`config.mk`:
```
export PLATFORM = sky130hd
export DESIGN_NAME = rf_writeback_queue
export DESIGN_NICKNAME = d
export VERILOG_FILES = /design/src/rtl/rf_writeback_queue.sv
export SDC_FILE = /design/constraint.sdc
export NUM_CORES = 1
export LEC_CHECK = 0
export BUFFER_PORTS_ARGS = -buffer_cell sky130_fd_sc_hd__buf_4
export CORE_MARGIN = 5
export CORE_UTILIZATION = 40
export CTS_CLUSTER_SIZE = 16
export DETAILED_ROUTE_END_ITERATION = 8
export HOLD_SLACK_MARGIN = 0.12
export SLEW_MARGIN = 40
export SYNTH_ARGS = -nofsm -noshare
export SYNTH_HDL_FRONTEND = slang
export SYNTH_SLANG_ARGS = --single-unit
```
`constraint.sdc`:
```
create_clock -name clk -period 3.4 [get_ports clk]
set_input_delay 0.68 -clock clk [delete_from_list [all_inputs] [get_ports clk]]
set_output_delay 0.68 -clock clk [all_outputs]
set_load 0.02 [all_outputs]
```
`src/rtl/rf_writeback_queue.sv`:
```
// Register-file writeback queue: merges ALU and load-unit results into an
// in-order FIFO, drains one entry per cycle onto the register-file write port,
// and forwards still-pending results to the two read-port lookups.
module rf_writeback_queue #(
    parameter int DEPTH = 4
) (
    input  logic                       clk,
    input  logic                       reset,
    input  logic                       alu_valid,
    output logic                       alu_ready,
    input  logic [4:0]                 alu_rd,
    input  logic [31:0]                alu_data,
    input  logic                       lsu_valid,
    output logic                       lsu_ready,
    input  logic [4:0]                 lsu_rd,
    input  logic [31:0]                lsu_data,
    output logic                       rf_we,
    output logic [4:0]                 rf_rd,
    output logic [31:0]                rf_wdata,
    input  logic [4:0]                 rs1_addr,
    input  logic [4:0]                 rs2_addr,
    output logic                       fwd1_hit,
    output logic [31:0]                fwd1_data,
    output logic                       fwd2_hit,
    output logic [31:0]                fwd2_data,
    output logic [$clog2(DEPTH+1)-1:0] count
);

    localparam int PTR_W  = $clog2(DEPTH);
    localparam int CNT_W  = $clog2(DEPTH+1);
    localparam int DATA_W = 32;

    logic [4:0]        rd_mem_q   [DEPTH];
    logic [DATA_W-1:0] data_mem_q [DEPTH];

    logic [PTR_W-1:0]  wr_ptr_q, wr_ptr_d;
    logic [PTR_W-1:0]  rd_ptr_q, rd_ptr_d;
    logic [CNT_W-1:0]  count_q, count_d;
    logic              rf_we_q;
    logic [4:0]        rf_rd_q;
    logic [DATA_W-1:0] rf_wdata_q;

    logic              alu_push, lsu_push, pop;
    logic [PTR_W-1:0]  lsu_slot;

    // Ready looks at the current occupancy only; a same-cycle pop is not
    // credited, which keeps the ready path short. The ALU is served first.
    assign alu_ready = (count_q <= CNT_W'(DEPTH-1));
    assign lsu_ready = (count_q <= CNT_W'(DEPTH-2)) |
                       ((count_q == CNT_W'(DEPTH-1)) & ~alu_valid);

    // Writes to x0 complete the handshake but never occupy a slot.
    assign alu_push = alu_valid & alu_ready & (alu_rd != 5'd0);
    assign lsu_push = lsu_valid & lsu_ready & (lsu_rd != 5'd0);
    assign pop      = (count_q != '0);
    // When both push, the LSU entry lands behind the ALU entry (younger).
    assign lsu_slot = alu_push ? (wr_ptr_q + PTR_W'(1)) : wr_ptr_q;

    // Next-state for pointers and occupancy; pointers wrap naturally.
    always_comb begin
        wr_ptr_d = wr_ptr_q + PTR_W'(alu_push) + PTR_W'(lsu_push);
        rd_ptr_d = rd_ptr_q + PTR_W'(pop);
        count_d  = count_q + CNT_W'(alu_push) + CNT_W'(lsu_push) - CNT_W'(pop);
    end

    // FIFO storage; payload needs no reset because occupancy gates its use.
    always_ff @(posedge clk) begin
        if (alu_push) begin
            rd_mem_q[wr_ptr_q]   <= alu_rd;
            data_mem_q[wr_ptr_q] <= alu_data;
        end
        if (lsu_push) begin
            rd_mem_q[lsu_slot]   <= lsu_rd;
            data_mem_q[lsu_slot] <= lsu_data;
        end
    end

    // Control state and the register-file output register; the output
    // address/data hold their last value when the queue is empty.
    always_ff @(posedge clk) begin
        if (reset) begin
            wr_ptr_q   <= '0;
            rd_ptr_q   <= '0;
            count_q    <= '0;
            rf_we_q    <= 1'b0;
            rf_rd_q    <= 5'd0;
            rf_wdata_q <= '0;
        end else begin
            wr_ptr_q <= wr_ptr_d;
            rd_ptr_q <= rd_ptr_d;
            count_q  <= count_d;
            rf_we_q  <= pop;
            if (pop) begin
                rf_rd_q    <= rd_mem_q[rd_ptr_q];
                rf_wdata_q <= data_mem_q[rd_ptr_q];
            end
        end
    end

    // Youngest pending write to addr: start from the output register, then
    // scan FIFO entries oldest to newest so later matches override earlier.
    function automatic logic [DATA_W:0] lookup(input logic [4:0] addr);
        logic [PTR_W-1:0]  idx;
        logic              hit;
        logic [DATA_W-1:0] data;
        hit  = 1'b0;
        data = '0;
        idx  = '0;
        if (addr != 5'd0) begin
            if (rf_we_q && (rf_rd_q == addr)) begin
                hit  = 1'b1;
                data = rf_wdata_q;
            end
            for (int i = 0; i < DEPTH; i++) begin
                idx = rd_ptr_q + PTR_W'(i);
                if ((CNT_W'(i) < count_q) && (rd_mem_q[idx] == addr)) begin
                    hit  = 1'b1;
                    data = data_mem_q[idx];
                end
            end
        end
        return {hit, data};
    endfunction

    // Combinational forwarding for both read ports.
    always_comb begin
        {fwd1_hit, fwd1_data} = lookup(rs1_addr);
        {fwd2_hit, fwd2_data} = lookup(rs2_addr);
    end

    assign rf_we    = rf_we_q;
    assign rf_rd    = rf_rd_q;
    assign rf_wdata = rf_wdata_q;
    assign count    = count_q;

endmodule

```
==> results.ini <==
[die]
core_area_sq_um = 36700
start_util_pct = 40.7
die_w_um = 203
die_y_um = 203
num_rows = 70
fp.dieArea_sq_um = 41300
ioPinCount = 197

[worst_setup_path]
worstSetupPathType = flop to output pin
required_ns = 2.72
crit_arrival_ns = 3.35
end_kind = output pin
worst-r2r-setup-slack_ns = 0.78
crit_start = rd_ptr_q[0]
timing.rr.end = data_mem_q[1][19]
rr_worst_depth = 6
crit_path_start_kind = flop
rr_startpoint = wr_ptr_q[0]
crit_fanout = 11

[clock_tree]
cts.reportedPaths.clkPinSlew_ns = 0.07
cts_inserted_buffers = 17
postCtsHoldBufs = 0
cts_tree = built
clk_path_buf_depth = 2
root_buffer = clkbuf_16
cts_sinks = 193
clk_latency_ns = 0.46
h-tree-depth = 4

[sta]
hold_ws_ns = 0.508
fin_worst_skew_ns = 0.0135
worstMarginPinSlew_ns = 0.725
rsz0062_at_grt = yes
drv_slew = 0
fin_setup_tns_ns = -32.87
slew_headroom_pct = 51.7
finalCriticalPeriod_ns = 4.03
fin_crit_sh_pct = 119
setup-violations-final = 66
fmaxAchievable_ghz = 0.248
hold_viol_final = 0
worst_slack_ns = -0.631

[synth]
synth.avg_cell_area_sq_um = 12.7
synth-seq-cells = 193
syn-num-nets = 1273
synth_cell_type_count = 53
synth_mux_area_share_pct = 33.5
syn_inst = 1174
synth_xor_area_share_pct = 3.05
synth-compound-area-share_pct = 15.4
ys_seq_area_share_pct = 35.8
synth_top_family_by_area = multiplexers
syn_area_sq_um = 14900
synthSimpleGateAreaFrac_pct = 6.49
synthAdderAreaFrac_pct = 1.07
yosysWarnings = 0

[finish]
stdcell_area_sq_um = 19700
fillers = 3026
register_area_sq_um = 5350
nets = 1531
area.growth.synth_to_final_pct = 31.8
multiInputGateArea_sq_um = 9600
antenna_cells = 0
final_core_util_pct = 53.6
drive_gt1_share_pct = 58.3

[placement]
postPlaceCellArea_sq_um = 17800
dp_hpwl_um = 34100
port_buffers = 196
routabilityCongestion = 0.887
pre_cts_ws_ns = -0.280

[global_route]
grt_pass1_wl_um = 76200
grt.busiest_layer = met2
use_met2_pct = 39.2
grt_antenna_before_repair = 0
first_global_vias = 12100
grt_max_degree = 112
use_met1_pct = 32.5
grt.total_usage_pct = 24.2
overflow = 0
use_met3_pct = 4.37

[hold_path]
hold_path_depth = 2
holdCritPathClass = flop to flop
hp-start = rf_wdata[2]
min_to = rf_wdata[2]

[detailed_routing]
num_vias = 12500
avgViaCountPerCell = 6.55
wl_per_cell_um = 27.7
drtPass1Iterations = 5
drtAntennaViolNets = 0
drcViolationCount = 0
routed_wirelength_um = 53100
drt_iter0_markers = 1327

[power_and_ir_drop]
leakage_nw = 6.93
power_density_nw_per_um2 = 858
ir_worst_vdd_mv = 0.528

[status]
outcome = finished, violations left
failed_checks = negative setup slack

[flow_run]
maxCapViolations = 0

[cell families after synthesis]
| family | count (synthesis) |
|---|---|
| muxes | 303 |
| AOI/OAI and AO/OA | 259 |
| and+or+nand+nor | 214 |
| DFF | 193 |
| buffers and inverters | 142 |
| xor gates and xnor gates | 52 |
| adders and majority gates | 11 |
[how the worst max path moves through the flow]
stage / end / slack [ns]
floorplan: fwd1_data[21] / 0.02
global placement: fwd2_data[31] / -0.25
detailed placement: fwd2_data[31] / -0.28
CTS: fwd2_data[10] / -0.55
global route: fwd1_data[16] / -0.70
finish: fwd1_data[14] / -0.63
[cell type report]
| cell class | count | share of cell area [%] |
|---|---|---|
| inverters | 17 | 0.324 |
| clock buffers | 20 | 2.38 |
| flip-flops and latches | 193 | 27.2 |
| clock inverters | 12 | 0.667 |
| repair buffers | 364 | 17.7 |
| multi-input cells | 839 | 48.8 |
| well taps | 468 | 2.98 |
[layout by cell type, fill, tap and decap left out, types with 15 or more instances in the layout]
master	count
o31ai_2	41
buf_4	280
a221oi_2	33
buf_12	36
a221oi_4	15
dfxtp_1	43
mux2_2	154
a32oi_1	61
a221oi_1	15
edfxtp_1	148
buf_6	39
o31ai_1	16
nor2_1	62
xnor2_1	28
xor2_1	18
a21oi_1	45
mux4_2	136
inv_1	15
clkbuf_16	24
nand2_1	82
[per-layer routing]
| layer | up-vias | wire, um |
|---|---|---|
| met1 | 6363 | 21100 |
| met4 | 0 | 2040 |
| li1 | 5345 | - |
| met2 | 694 | 25400 |
| met5 | - | 0 |
| met3 | 132 | 4510 |
[flip-flops by register name, summed over array words and instances, names as in the netlist]
name,flops
rd_mem_q,20
data_mem_q,128
rf_rd,5
rf_we,1
count,3
rd_ptr_q,2
rf_wdata,32
wr_ptr_q,2
[synthesized netlist by cell type (all sizes together)]
cell type    n  area (sq um)
mux2       154          1730
edfxtp     148          4440
or3          4          25.0
a21o         4          30.0
nor2b        5          31.3
or4          4          30.0
nor4         6          58.8
mux2i       10           100
dfxtp       45           901
o31ai       62           611
clkbuf      51           195
nand2b       4          25.0
xor2        22           193
buf         74           447
o211ai       1          7.51
or2          1          6.26
and3         2          12.5
o21bai       1          7.51
o22a         1          8.76
a221oi      63           733
nor3         8          55.1
and2         5          31.3
a32oi       62           543
a31o         1          8.76
o21ai        4          23.8
nand3       10          50.1
a21oi       50           250
ha           8           100
fa           3          60.1
nor4b        1          15.0
o311ai       2          17.5
a211oi       6          45.0
mux4       139          3160
inv         17          63.8
nand2       85           319
nand4        5          31.3
nor2        74           278
xnor2       30           263
o21a         1          7.51
o221ai       1          8.76
[metrics by stage]
step                std cells  total power [mW]
floorplan                1174              10.5
global placement         1836              13.7
detailed placement       1836              13.9
CTS                      1897              16.4
global route             1913              17.7
finish                   1913              16.9
[worst max-delay path, stage by stage, from the launching register on]
cell and delay, ns:
dfxtp_4 0.39, buf_12 0.13, buf_6 0.10, mux4_2 0.56
xnor2_2 0.20, nand4_1 0.15, buf_4 0.18, nor3_4 0.23
buf_4 0.19, clkbuf_16 0.18, a221oi_1 0.06, o31ai_2 0.33
buf_4 0.21
[timing repair]
item / 4_1_cts / 5_1_grt
endpoints found under the setup margin: 66 / 66
resized for setup: 68 / 80
buffers inserted: 28 / 15
endpoints found under the hold margin: 0 / 0
gates cloned: 2 / 7
pin swaps: 60 / 45
[report_power, final]
| part | leakage (nW) | internal [mW] | switching, mW |
|---|---|---|---|
| combinational | 4.90 | 4.84 | 5.46 |
| clock | 0.284 | 1.15 | 0.948 |
| sequential | 1.74 | 3.59 | 0.906 |
No activity file was read; power rests on OpenSTA's default activity.
